`src/rtl/mem_port_ctrl.sv`:
```
// Single-port shared-memory access controller: accepts one core command, requests the
// arbiter, completes on grant, then holds the response. Optional grant-wait timeout: MEM_PORT_TIMEOUT_EN.
//
// state | meaning
// IDLE  | ready for a command
// REQ   | request line asserted, waiting for the matching grant
// RESP  | response valid, waiting for core to accept
module mem_port_ctrl #(
   parameter int BUS_SIZE  = 128,
   parameter int TIMEOUT   = 255,
   parameter int ADDR_SIZE = 32
) (
   input  logic                 i_clk,
   input  logic                 i_rst,
   input  logic                 i_cmd_valid,
   output logic                 o_cmd_ready,
   input  logic                 i_cmd_we,
   input  logic [ADDR_SIZE-1:0] i_cmd_addr,
   input  logic [BUS_SIZE-1:0]  i_cmd_wdata,
   input  logic [2:0]           i_cmd_size,
   output logic                 o_rsp_valid,
   input  logic                 i_rsp_ready,
   output logic [BUS_SIZE-1:0]  o_rsp_rdata,
   output logic                 o_rsp_err,
   output logic                 o_req_rd,
   output logic                 o_req_wr,
   input  logic                 i_grant_rd,
   input  logic                 i_grant_wr,
   output logic [ADDR_SIZE-1:0] o_proc_addr,
   output logic [BUS_SIZE-1:0]  o_proc_wr,
   output logic [2:0]           o_wr_size,
   input  logic [BUS_SIZE-1:0]  i_proc_rd
);

   if (TIMEOUT < 1) begin : g_bad_timeout
      $error("mem_port_ctrl: TIMEOUT must be at least 1");
   end

   typedef enum logic [1:0] {
      ST_IDLE = 2'd0,
      ST_REQ  = 2'd1,
      ST_RESP = 2'd2
   } state_t;

   state_t                 state_q, state_d;
   logic                   we_q, we_d;
   logic [ADDR_SIZE-1:0]   addr_q, addr_d;
   logic [BUS_SIZE-1:0]    wdata_q, wdata_d;
   logic [2:0]             size_q, size_d;
   logic                   req_rd_q, req_rd_d;
   logic                   req_wr_q, req_wr_d;
   logic [BUS_SIZE-1:0]    rdata_q, rdata_d;
   logic                   grant_hit;

`ifdef MEM_PORT_TIMEOUT_EN
   localparam int CNT_W = (TIMEOUT < 2) ? 1 : $clog2(TIMEOUT + 1);
   logic [CNT_W-1:0]       cnt_q, cnt_d;
   logic                   err_q, err_d;
`endif

   // Only the grant matching the registered direction can complete a command.
   assign grant_hit = we_q ? i_grant_wr : i_grant_rd;

   always_comb begin
      state_d  = state_q;
      we_d     = we_q;
      addr_d   = addr_q;
      wdata_d  = wdata_q;
      size_d   = size_q;
      req_rd_d = req_rd_q;
      req_wr_d = req_wr_q;
      rdata_d  = rdata_q;
`ifdef MEM_PORT_TIMEOUT_EN
      cnt_d    = cnt_q;
      err_d    = err_q;
`endif
      case (state_q)
         ST_IDLE: begin
            if (i_cmd_valid) begin
               state_d  = ST_REQ;
               we_d     = i_cmd_we;
               addr_d   = i_cmd_addr;
               wdata_d  = i_cmd_wdata;
               size_d   = i_cmd_size;
               req_wr_d = i_cmd_we;
               req_rd_d = !i_cmd_we;
`ifdef MEM_PORT_TIMEOUT_EN
               cnt_d    = '0;
`endif
            end
         end
         ST_REQ: begin
            if (grant_hit) begin
               state_d  = ST_RESP;
               req_rd_d = 1'b0;
               req_wr_d = 1'b0;
               rdata_d  = we_q ? '0 : i_proc_rd;
`ifdef MEM_PORT_TIMEOUT_EN
               err_d    = 1'b0;
`endif
            end
`ifdef MEM_PORT_TIMEOUT_EN
            // cnt_q counts unmatched REQ cycles already elapsed; this edge would make it TIMEOUT.
            else if (cnt_q == CNT_W'(TIMEOUT - 1)) begin
               state_d  = ST_RESP;
               req_rd_d = 1'b0;
               req_wr_d = 1'b0;
               rdata_d  = '0;
               err_d    = 1'b1;
            end else begin
               cnt_d    = cnt_q + 1'b1;
            end
`endif
         end
         ST_RESP: begin
            if (i_rsp_ready) begin
               state_d = ST_IDLE;
            end
         end
         default: begin
            state_d  = ST_IDLE;
            req_rd_d = 1'b0;
            req_wr_d = 1'b0;
         end
      endcase
   end

   always_ff @(posedge i_clk or posedge i_rst) begin
      if (i_rst) begin
         state_q  <= ST_IDLE;
         we_q     <= 1'b0;
         addr_q   <= '0;
         wdata_q  <= '0;
         size_q   <= '0;
         req_rd_q <= 1'b0;
         req_wr_q <= 1'b0;
         rdata_q  <= '0;
`ifdef MEM_PORT_TIMEOUT_EN
         cnt_q    <= '0;
         err_q    <= 1'b0;
`endif
      end else begin
         state_q  <= state_d;
         we_q     <= we_d;
         addr_q   <= addr_d;
         wdata_q  <= wdata_d;
         size_q   <= size_d;
         req_rd_q <= req_rd_d;
         req_wr_q <= req_wr_d;
         rdata_q  <= rdata_d;
`ifdef MEM_PORT_TIMEOUT_EN
         cnt_q    <= cnt_d;
         err_q    <= err_d;
`endif
      end
   end

   assign o_cmd_ready = (state_q == ST_IDLE);
   assign o_rsp_valid = (state_q == ST_RESP);
   assign o_rsp_rdata = rdata_q;
   assign o_req_rd    = req_rd_q;
   assign o_req_wr    = req_wr_q;
   assign o_proc_addr = addr_q;
   assign o_proc_wr   = wdata_q;
   assign o_wr_size   = size_q;

`ifdef MEM_PORT_TIMEOUT_EN
   assign o_rsp_err = err_q;
`else
   assign o_rsp_err = 1'b0;
`endif

endmodule

```
`config.mk`:
```
export PLATFORM = sky130hd
export DESIGN_NAME = mem_port_ctrl
export DESIGN_NICKNAME = d
export VERILOG_FILES = /design/src/rtl/mem_port_ctrl.sv
export SDC_FILE = /design/constraint.sdc
export NUM_CORES = 1
export LEC_CHECK = 0
export CELL_PAD_IN_SITES_DETAIL_PLACEMENT = 1
export CELL_PAD_IN_SITES_GLOBAL_PLACEMENT = 2
export CORE_ASPECT_RATIO = 0.6
export CORE_MARGIN = 4
export CORE_UTILIZATION = 28
export CTS_CLUSTER_DIAMETER = 80
export DETAILED_ROUTE_END_ITERATION = 6
export PLACE_DENSITY = 0.95
export SLEW_MARGIN = 0
export SYNTH_ARGS = -nofsm -noshare
export SYNTH_HDL_FRONTEND = slang
export SYNTH_SLANG_ARGS = --single-unit
```
`constraint.sdc`:
```
create_clock -name i_clk -period 17 [get_ports i_clk]
set_input_delay 2.55 -clock i_clk [delete_from_list [all_inputs] [get_ports i_clk]]
set_output_delay 2.55 -clock i_clk [all_outputs]
set_load 0.03 [all_outputs]
```
==> impl_metrics.tcl, run 1 <==
set metrics [dict create \
    status "finished, final reports clean" \
    worst_hold_slack_ns 0.505 \
    die_x_um 279 \
    grt_pass1_wl_mm 62.6 \
    cts_resized 0 \
    power.total_mw 4.18 \
    path_class "in2reg" \
    die_area_um2 47600 \
    start_kind "primary input" \
    drt_first_pass_iters 4 \
    ys_types 21 \
    io_buffers 592 \
    netlist_top_cells_count "296 x dfrtp_1, 183 x mux2_2, 128 x nor2b_1" \
    die_y_um 171 \
    clockBufferDepth 3 \
    ff2ff_path_depth 5 \
    drt_first_iter_violations 326 \
    ctsHoldBuffers 0 \
    globalplace.congestion 0.790 \
    finalCriticalPeriod_ns 5.45 \
    synth_flop_cell "dfrtp_1" \
    hpwl_mm 32.4 \
    cp.arrival_ns 5.89 \
    max_freq_mhz 184 \
    worst_slew_pin_slew_ns 1.09 \
    yosysMostFrequentCell "dfrtp_1" \
    worstPathRequired_ns 17.44 \
    clkTransAtPathRegs_ns 0.06 \
    fin_util 0.456 \
    drive_gt1_frac 0.254 \
    fin_nets 1661 \
    hold_viol 0 \
    initial_core_util 0.284 \
    setup_tns_ns 0 \
    max_stage_delay_ns 0.91 \
    synthTopCellsByArea "dfrtp_1 60%, mux2_2 17%, mux2_4 13%" \
    cts.sink_count 296 \
    cts_buffers 30 \
    synth_top_area_frac 0.600 \
    htree_levels 1 \
    path_max_fanout 56 \
    cts_root_buffer "clkbuf_16" \
    syn_area_um2 12300 \
    track_usage 0.171 \
    finalCritPeriodShare 0.320 \
    cp_slowest_cell "buf_4" \
    syn-num-nets 1078 \
    vias_per_cell 4.35 \
    rsz0062_at_grt "false" \
    clk_latency_ns 0.56 \
    grt_pass1_vias 9600 \
    fin_skew_ns 0.0117 \
    slew_headroom 0.274 \
    synth_largest_area_cell "dfrtp_1" \
    synth_seq_cells 296 \
    vias 8558 \
    synthCells 780 \
    p_leak_nw 8.26 \
    ios 594 \
    drv_cap 0 \
    final-setup-viol-count 0 \
    drc_errors 0 \
    power_density_nw_per_um2 211 \
    area_delta_synth_final_pct 60.4 \
    rows 59 \
    cp-end-kind "flip-flop" \
    min_path_type "reg2reg" \
    drt-wirelength-per-cell_um 21.9 \
    slew_viol_final 0 \
    ys_seq_area_frac 0.600 \
    async_flop_share 1.00 \
    overflow 0 \
    core_area_um2 43400 \
    tritoncts "done" \
    cts_setup_buffers 0 \
    ir_drop_mv 0.128 \
    synth-edff-count 0 \
    wirelength_mm 43.1 \
    syn_area_per_cell_um2 15.8 \
    yosysWarnings 0 \
    path_cells "clkdlybuf4s50_1 -> mux2_4 -> and3b_4 -> buf_4 -> buf_4 -> mux2_4" \
    antenna_found_initial 6 \
    whs_path_depth 1 \
    ant_nets 0 \
    grt_max_degree 172 \
]
flip-flops by register name (all words and copies together), names as in the netlist:
signal / count
o_wr_size: 3
state_q: 2
we_q: 1
o_rsp_rdata: 128
o_req_rd: 1
o_proc_wr: 128
o_proc_addr: 32
o_req_wr: 1
final cells by class:
| cell class | instances | area, um^2 |
|---|---|---|
| inverter | 2 | 15.0 |
| timing repair buffer | 598 | 5980 |
| sequential | 296 | 7410 |
| clock inverter | 7 | 91.3 |
| clock buffer | 47 | 936 |
| antenna | 5 | 12.5 |
| multi-input combinational | 435 | 4620 |
| fill | 4451 | 23600 |
| tap | 579 | 724 |
stage by stage:
step / cell area, um^2 / setup WS [ns] / instances
2_1_floorplan: 12300 / 6.27 / 780
3_3_place_gp: 18800 / 11.01 / 1910
3_5_place_dp: 18800 / 10.98 / 1910
4_1_cts: 19800 / 11.59 / 1964
5_1_grt: 19800 / 11.44 / 1969
6_report: 19800 / 11.55 / 1969
per-layer routing:
layer  wire (um)  GRT usage  part of all wire  up-vias
li1            -          -                 -     3824
met1       16800      0.201              0.39     4421
met2       22600      0.304              0.52      240
met3        2510     0.0490             0.058       73
met4        1270     0.0537             0.029        0
met5           0          0                 0        -
worst max-delay path, delay by kind of cell:
| family | cells | cell delay [ns] |
|---|---|---|
| buffers and inverters | 3 | 2.02 |
| AND/OR/NAND/NOR | 1 | 0.73 |
| multiplexers | 2 | 0.50 |
cells in the final DEF (no fill, tap or decap), types with 2 or more instances in the layout:
cell type        count
clkdlybuf4s50_1    592
clkinv_2             3
clkbuf_1             6
nor2b_1            128
nor3b_1              2
clkbuf_8            10
o2bb2ai_1            2
diode_2              5
dfrtp_1            295
bufinv_16            2
buf_4                5
mux2_4             110
clkbuf_16           31
mux2_2             183
logic make-up after synthesis:
| family | after synthesis | synth area share |
|---|---|---|
| flops | 296 | 0.600 |
| other cells | 1 | 0.000304 |
| buf+inv | 49 | 0.0259 |
| compound gates | 4 | 0.00243 |
| mux | 294 | 0.302 |
| simple gates | 136 | 0.0696 |
power by group:
group,switching [mW],internal (mW)
sequential,0.218,1.04
combinational,1.17,1.06
clock,0.286,0.406
path summary, 6_finish.rpt:
| path | startpoint | endpoint | slack (ns) |
|---|---|---|---|
| min reg2reg | o_proc_wr[41]$_DFFE_PP0P_ | o_proc_wr[41]$_DFFE_PP0P_ | 0.51 |
| max | i_grant_wr | o_rsp_rdata[89]$_DFFE_PP0P_ | 11.55 |
| max reg2reg | we_q$_DFFE_PP0P_ | o_rsp_rdata[89]$_DFFE_PP0P_ | 12.97 |
| min | o_proc_wr[41]$_DFFE_PP0P_ | o_proc_wr[41]$_DFFE_PP0P_ | 0.51 |
| min in group asynchronous | i_rst | o_proc_addr[4]$_DFFE_PP0P_ | 2.53 |
| max in group asynchronous | i_rst | we_q$_DFFE_PP0P_ | 12.70 |
Note: power is estimated with default switching activity, not from simulation.
==> run 2, diff against run 1 <==
--- a/config.mk
+++ b/config.mk
@@ -9,10 +9,10 @@
 export CELL_PAD_IN_SITES_GLOBAL_PLACEMENT = 2
 export CORE_ASPECT_RATIO = 0.6
 export CORE_MARGIN = 4
-export CORE_UTILIZATION = 28
+export CORE_UTILIZATION = 26
 export CTS_CLUSTER_DIAMETER = 80
 export DETAILED_ROUTE_END_ITERATION = 6
-export PLACE_DENSITY = 0.95
+export PLACE_DENSITY = 0.91
 export SLEW_MARGIN = 0
 export SYNTH_ARGS = -nofsm -noshare
 export SYNTH_HDL_FRONTEND = slang
==> constraint.sdc (replaced) <==
create_clock -name i_clk -period 5.7 [get_ports i_clk]
set_input_delay 0.855 -clock i_clk [delete_from_list [all_inputs] [get_ports i_clk]]
set_output_delay 0.855 -clock i_clk [all_outputs]
set_load 0.03 [all_outputs]
==> run 2 against run 1 <==
Against the previous run: register-to-register slack got worse by 9.9 ns; final cell count is 2.5% higher; via count is 0.51% higher; critical endpoint is now o_cmd_ready.
==> impl_metrics.tcl, run 2 (same netlist as run 1, synthesis figures left out) <==
set metrics [dict create \
    rows 61 \
    placed_cells 1964 \
    htree_levels 1 \
    worst_slew_pin_slew_ns 1.13 \
    grt_pass1_wl_mm 63.6 \
    cts_resized 0 \
    timing.final.ws_setup_ns 2.82 \
    slew_headroom 0.246 \
    drive_gt1_frac 0.252 \
    drt_first_iter_violations 338 \
    core_area_um2 46600 \
    initial_core_util 0.265 \
    clk_latency_ns 0.56 \
    final-setup-viol-count 0 \
    tritoncts "done" \
    die_area_um2 51100 \
    path_class "reg2out" \
    drt-wirelength-per-cell_um 21.5 \
    fin_area_um2 19800 \
    die_x_um 289 \
    power_density_nw_per_um2 627 \
    start_kind "flip-flop" \
    cts_setup_buffers 0 \
    power.total_mw 12.4 \
    io_buffers 592 \
    cts_buffers 31 \
    globalplace.congestion 0.793 \
    hold_viol 0 \
    wirelength_mm 43.4 \
    cp.arrival_ns 2.02 \
    cp-end-kind "output port" \
    die_y_um 177 \
    stdcell_count 2018 \
    vias 8602 \
    ir_drop_mv 0.366 \
    min_path_type "reg2reg" \
    overflow 0 \
    p_leak_nw 8.24 \
    worstPathRequired_ns 4.85 \
    dpl_cell_area_um2 18900 \
    dp_slack_ns 2.44 \
    track_usage 0.162 \
    max_freq_mhz 348 \
    vias_per_cell 4.26 \
    cts_root_buffer "clkbuf_16" \
    ant_nets 0 \
    clkTransAtPathRegs_ns 0.06 \
    area_delta_synth_final_pct 60.8 \
    path_max_fanout 6 \
    cts.sink_count 296 \
    setup_tns_ns 0 \
    drv_cap 0 \
    hpwl_mm 32.6 \
    antenna_found_initial 2 \
    ios 594 \
    drc_errors 0 \
    grt_pass1_vias 9821 \
    fin_util 0.426 \
    finalCriticalPeriod_ns 2.88 \
    drt_first_pass_iters 4 \
    grt_max_degree 146 \
    rsz0062_at_grt "false" \
    finalCritPeriodShare 0.505 \
    clockBufferDepth 3 \
    ctsHoldBuffers 0 \
    fin_nets 1665 \
    worst_hold_slack_ns 0.503 \
    slew_viol_final 0 \
    status "finished, final reports clean" \
    fin_skew_ns 0.00928 \
    final_common_cell "clkdlybuf4s50_1" \
    final_cell_mix "592 x clkdlybuf4s50_1, 295 x dfrtp_1, 183 x mux2_2, 128 x nor2b_1, 110 x mux2_4" \
]
[run 2: cell types whose count changed in the layout (fill, tap and decap cells not counted)]
cell / before / now
clkbuf_1: 6 / 11
buf_12: 1 / 4
diode_2: 5 / 1
clkinv_2: 3 / 2
clkbuf_8: 10 / 4
clkinvlp_4: 1 / 2
[run 2: final timing paths]
path,startpoint,to,slack [ns],depth (start not counted)
max,state_q[0]$_DFFE_PP0P_,o_cmd_ready,2.82,2
min,o_proc_wr[11]$_DFFE_PP0P_,o_proc_wr[11]$_DFFE_PP0P_,0.50,1
max reg2reg,state_q[0]$_DFFE_PP0P_,o_proc_wr[55]$_DFFE_PP0P_,3.03,4
min reg2reg,o_proc_wr[11]$_DFFE_PP0P_,o_proc_wr[11]$_DFFE_PP0P_,0.50,1
max in group asynchronous,i_rst,we_q$_DFFE_PP0P_,3.99,3
min in group asynchronous,i_rst,o_proc_wr[9]$_DFFE_PP0P_,0.54,2
[run 2: metal layers]
layer	track usage	up-vias	routed length, um
met2	0.292	240	22600
li1	-	3833	-
met3	0.0417	69	2530
met4	0.0415	0	1300
met5	0	-	0
met1	0.193	4460	16900
[run 2: where the power goes]
group	internal, mW	switching (mW)	leakage, nW
Clock	1.14	0.863	0.471
Sequential	3.09	0.639	3.62
Combinational	3.18	3.52	4.16
[run 2: critical path, cell delays in order (launching register included)]
cell and delay [ns]:
dfrtp_1 0.45, nor2_1 0.27, clkdlybuf4s50_1 0.74
[run 2: cell type report]
cell class	instances	area (um^2)
fill	4804	26800
sequential	296	7410
timing repair buffer	601	6040
multi-input combinational	435	4620
clock buffer	46	872
tap	630	788
clock inverter	7	97.6
inverter	2	11.3
antenna	1	2.50
==> run 3, diff against run 2 <==
--- a/config.mk
+++ b/config.mk
@@ -9,10 +9,10 @@
 export CELL_PAD_IN_SITES_GLOBAL_PLACEMENT = 2
 export CORE_ASPECT_RATIO = 0.6
 export CORE_MARGIN = 4
-export CORE_UTILIZATION = 26
+export CORE_UTILIZATION = 24
 export CTS_CLUSTER_DIAMETER = 80
 export DETAILED_ROUTE_END_ITERATION = 6
-export PLACE_DENSITY = 0.91
+export PLACE_DENSITY = 0.89
 export SLEW_MARGIN = 0
 export SYNTH_ARGS = -nofsm -noshare
 export SYNTH_HDL_FRONTEND = slang
==> constraint.sdc (replaced) <==
create_clock -name i_clk -period 2.5 [get_ports i_clk]
set_input_delay 0.375 -clock i_clk [delete_from_list [all_inputs] [get_ports i_clk]]
set_output_delay 0.375 -clock i_clk [all_outputs]
set_load 0.03 [all_outputs]
==> run 3 against run 2 <==
Against the previous run: total power grew 140%; critical path depth is the same; clock power grew to 2.6 times the previous value; design area grew 2.8%; first-iteration DRC count shrank 49%; worst setup slack lost 2.6 ns; non-clock buffer count grew 20; hold slack lost 0.31 ns; combinational power grew 130%; sequential cell count is the same; sequential power grew 130%; wire length grew 5.8%.
==> impl_metrics.tcl, run 3 (same netlist as run 1, synthesis figures left out) <==
set metrics [dict create \
    status "finished, final reports clean" \
    core_area_um2 50900 \
    start_kind "flip-flop" \
    fin_util 0.401 \
    cp-end-kind "output port" \
    grt_max_degree 130 \
    cp_slowest_cell "clkdlybuf4s50_1" \
    multi_input_area_um2 4620 \
    tritoncts "done" \
    drc_errors 0 \
    rsz0062_at_grt "false" \
    final-setup-viol-count 0 \
    power.total_mw 29.3 \
    ir_drop_mv 0.573 \
    fin_area_um2 20400 \
    die_y_um 184 \
    clkTransAtPathRegs_ns 0.06 \
    dp_slack_ns 0.307 \
    overflow 0 \
    io_buffers 592 \
    power_density_nw_per_um2 1440 \
    drt-wirelength-per-cell_um 21.7 \
    globalplace.congestion 0.780 \
    ios 594 \
    met3_usage 0.0430 \
    grt_pass1_wl_mm 66.8 \
    use_met2 0.290 \
    p_leak_nw 8.50 \
    hold_viol 0 \
    drv_cap 0 \
    worst_hold_slack_ns 0.192 \
    antenna_found_initial 3 \
    finalCritPeriodShare 0.892 \
    placed_cells 2047 \
    max_stage_delay_ns 0.72 \
    die_x_um 301 \
    grt-busiest-layer "met2" \
    regArea_um2 7410 \
    grt_pass1_vias 9912 \
    htree_levels 2 \
    cts_buffers 34 \
    area_delta_synth_final_pct 65.3 \
    finalCriticalPeriod_ns 2.23 \
    stdcell_count 2109 \
    dpl_cell_area_um2 19200 \
    path_class "reg2out" \
    ant_nets 0 \
    min_path_type "in2async" \
    max_freq_mhz 448 \
    clk_latency_ns 0.52 \
    path_max_fanout 6 \
    drive_gt1_frac 0.269 \
    die_area_um2 55200 \
    slew_viol_final 0 \
    setup_tns_ns 0 \
    gr-usage-met1 0.186 \
    wirelength_mm 45.9 \
    cp.arrival_ns 1.86 \
    track_usage 0.160 \
    drt_first_iter_violations 174 \
    vias 8589 \
    drt_first_pass_iters 4 \
    worst_slew_pin_slew_ns 0.630 \
    timing.final.ws_setup_ns 0.270 \
    hpwl_mm 35.3 \
    worstPathRequired_ns 2.12 \
    clockBufferDepth 3 \
    nFillCells 5308 \
    cts_root_buffer "clkbuf_16" \
    fin_nets 1688 \
    fin_skew_ns 0.0131 \
    cts.sink_count 296 \
    initial_core_util 0.242 \
    path_cells "nor2_1 -> clkdlybuf4s50_1" \
    vias_per_cell 4.07 \
    rows 64 \
    final_cell_mix "591 x clkdlybuf4s50_1, 295 x dfrtp_1, 183 x mux2_2, 128 x nor2b_1, 110 x mux2_4" \
    cts_setup_buffers 0 \
    slew_headroom 0.580 \
    final_common_cell "clkdlybuf4s50_1" \
]
## run 3: final cells by class
cell class,count,area share
antenna,2,0.000245
clock buffer,47,0.0475
clock inverter,13,0.00932
inverter,2,0.000552
multi-input combinational,435,0.226
sequential,296,0.363
tap,693,0.0425
timing repair buffer,621,0.310
## run 3: worst max-delay path: cells and delay by family (launching register included)
kind                   cells  cell delay, ns
and+or+nand+nor            1            0.16
DFF                        1            0.45
buffers and inverters      1            0.72
## run 3: path summary, 6_finish.rpt
path                                             start                           to  slack [ns]  depth (start not counted)
setup reg to reg                      we_q$_DFFE_PP0P_  o_rsp_rdata[46]$_DFFE_PP0P_        0.58                          4
setup / recovery                state_q[0]$_DFFE_PP0P_                  o_cmd_ready        0.27                          2
max in group asynchronous                        i_rst  o_rsp_rdata[49]$_DFFE_PP0P_        1.52                          4
hold / removal                                   i_rst  o_proc_addr[13]$_DFFE_PP0P_        0.19                          2
hold reg to reg            o_proc_addr[22]$_DFFE_PP0P_  o_proc_addr[22]$_DFFE_PP0P_        0.51                          1
min in group i_clk                         i_rsp_ready       state_q[1]$_DFFE_PP0P_        0.45                          3
## run 3: power breakdown
part / internal, mW / switching, mW
registers: 7.05 / 1.37
logic: 7.43 / 8.20
clock network: 3.14 / 2.11
## run 3: repair_timing
action	4_1_cts	5_1_grt
hold buffers	0	0
gates resized for setup	0	1
setup endpoints to repair	0	1
## run 3: per-layer routing
| layer | vias to the layer above | part of all wire |
|---|---|---|
| li1 | 3877 | - |
| met1 | 4436 | 0.39 |
| met2 | 213 | 0.53 |
| met3 | 63 | 0.052 |
| met4 | 0 | 0.027 |
| met5 | - | 0 |
==> RTL change, RTL diff (settings of run 1) <==
Set the parameter `ADDR_SIZE` to 64 (it was 32).
--- a/src/rtl/mem_port_ctrl.sv
+++ b/src/rtl/mem_port_ctrl.sv
@@ -8,7 +8,7 @@
 module mem_port_ctrl #(
    parameter int BUS_SIZE  = 128,
    parameter int TIMEOUT   = 255,
-   parameter int ADDR_SIZE = 32
+   parameter int ADDR_SIZE = 64
 ) (
    input  logic                 i_clk,
    input  logic                 i_rst,
Interface: changed (resized i_cmd_addr and o_proc_addr); port bits go from 594 to 658. No check against the original RTL was run, so the function may have changed too.
==> RTL change against run 1 <==
Highest routed layer unchanged. Setup slack worse by 0.12 ns. Area after synthesis up 9.7%. Final cell count up 10%. Design area up 10%. Power up 12%. Sequential cell count up 32. Routed wire length up 14%. Sequential power up 13%. Die area up 9.3%.
==> RTL change: results (changes against run 1) <==
yosys-mux-area-fraction_pct: 30.2  # about the same
synth_seq_area_share_pct: 60.6  # +0.61 points
grt_first_pass_wirelength_um: 70400  # +12%
hold_path_class: "reg -> reg"
clk_pin_slew_ns: 0.06  # about the same
yosys-top-cells-count: "dfrtp_1, mux2_2, nor2b_1"
vias: 9513  # +11%
grt_start_max_net_pins: 141  # -18%
insertion_delay_ns: 0.52  # -0.04 ns
placed_area_mm2: 0.0206  # +10%
crit_path_max_fanout: 53  # -5.4%
min-delay-start: "o_proc_wr[38]$_DFFE_PP0P_"
cts-htree-levels: 2  # +1
numCtsBuffers: 36  # +20%
combPwrFrac_pct: 53.1  # -0.4 points
yosys-top-cells-area: "dfrtp_1, mux2_2, mux2_4"
dp_slack_ns: 10.93  # -0.0517 ns
p_seq_mw: 1.41  # +13%
final_nets: 1829  # +10%
cp-startpoint: "i_grant_rd"
slew_headroom_pct: 25.8  # -1.6 points
gp_congestion: 0.816  # +3.3%
p_leak_nw: 9.07  # +9.8%
final_cells: 2167  # +10%
avgSynthCellArea_um2: 16.0  # +0.91%
portBuffers: 656  # +11%
switchingPower_mw: 1.89  # +13%
hpwl_um: 37500  # +16%
antenna_found_initial: 3  # -3
cts_buffer_depth: 3  # unchanged
netSwitchingFraction_pct: 40.4  # +0.32 points
yosysUniqueCellTypes: 20  # -4.8%
drt_iter0_markers: 295  # -9.5%
drive_gt1_share_pct: 25.6  # +0.19 points
synth_compound_area_share_pct: 0.222  # -0.022 points
grt_usage_pct: 17.8  # +0.69 points
syn-num-nets: 1178  # +9.3%
placed_cells: 2101  # +10%
wirelength_um: 49300  # +14%
arrival_ns: 5.96  # +0.07 ns
grt_pass1_vias: 10716  # +12%
status: "completed"
ir_drop_mv: 0.177  # +38%
## RTL change: cell types whose count changed after synthesis
cell            run 1  this run
buf_4               5         2
buf_6              13        17
mux2_2            183       215
nor2b_1           128       129
and2_0              1         0
and2_1              0         1
dfrtp_1           296       328
and2b_1             1         0
buf_2              15        18
## RTL change: cells by family after synthesis
group | count (synthesis)
AOI/OAI and AO/OA | 4
muxes | 326
other | 1
DFF | 328
and+or+nand+nor | 136
buffers and inverters | 53
## RTL change: worst paths after layout
kind,to,slack (ns),depth (start not counted)
worst max-delay path,o_rsp_rdata[106]$_DFFE_PP0P_,11.43,6
worst min-delay path,o_proc_wr[38]$_DFFE_PP0P_,0.50,1
worst max register to register,o_rsp_rdata[106]$_DFFE_PP0P_,12.77,5
worst min register to register,o_proc_wr[38]$_DFFE_PP0P_,0.50,1
max in group asynchronous,we_q$_DFFE_PP0P_,12.09,4
min in group asynchronous,o_proc_wr[65]$_DFFE_PP0P_,2.64,2
## RTL change: layer usage
layer  GRT usage, %  routed length (um)  vias up
met1           20.5               18900     4969
met3           4.62                2550       78
met2           32.7               26600      266
met4           4.97                1220        0
li1               -                   -     4200
met5              0                   0        -
## RTL change: area by class of cell
class | instances | area (um2)
fillers | 4879 | 26000
flip-flops and latches | 328 | 8210
repair buffers | 664 | 6630
multi-input cells | 467 | 4980
clock buffers | 54 | 1060
well taps | 640 | 801
clock inverters | 8 | 104
inverters | 2 | 15.0
diodes | 4 | 10.0
## RTL change: worst max-delay path: stages
cell and delay, ns:
clkdlybuf4s50_1 0.47, mux2_4 0.16, and3b_4 0.58, buf_4 0.81, buf_4 0.88, mux2_4 0.35
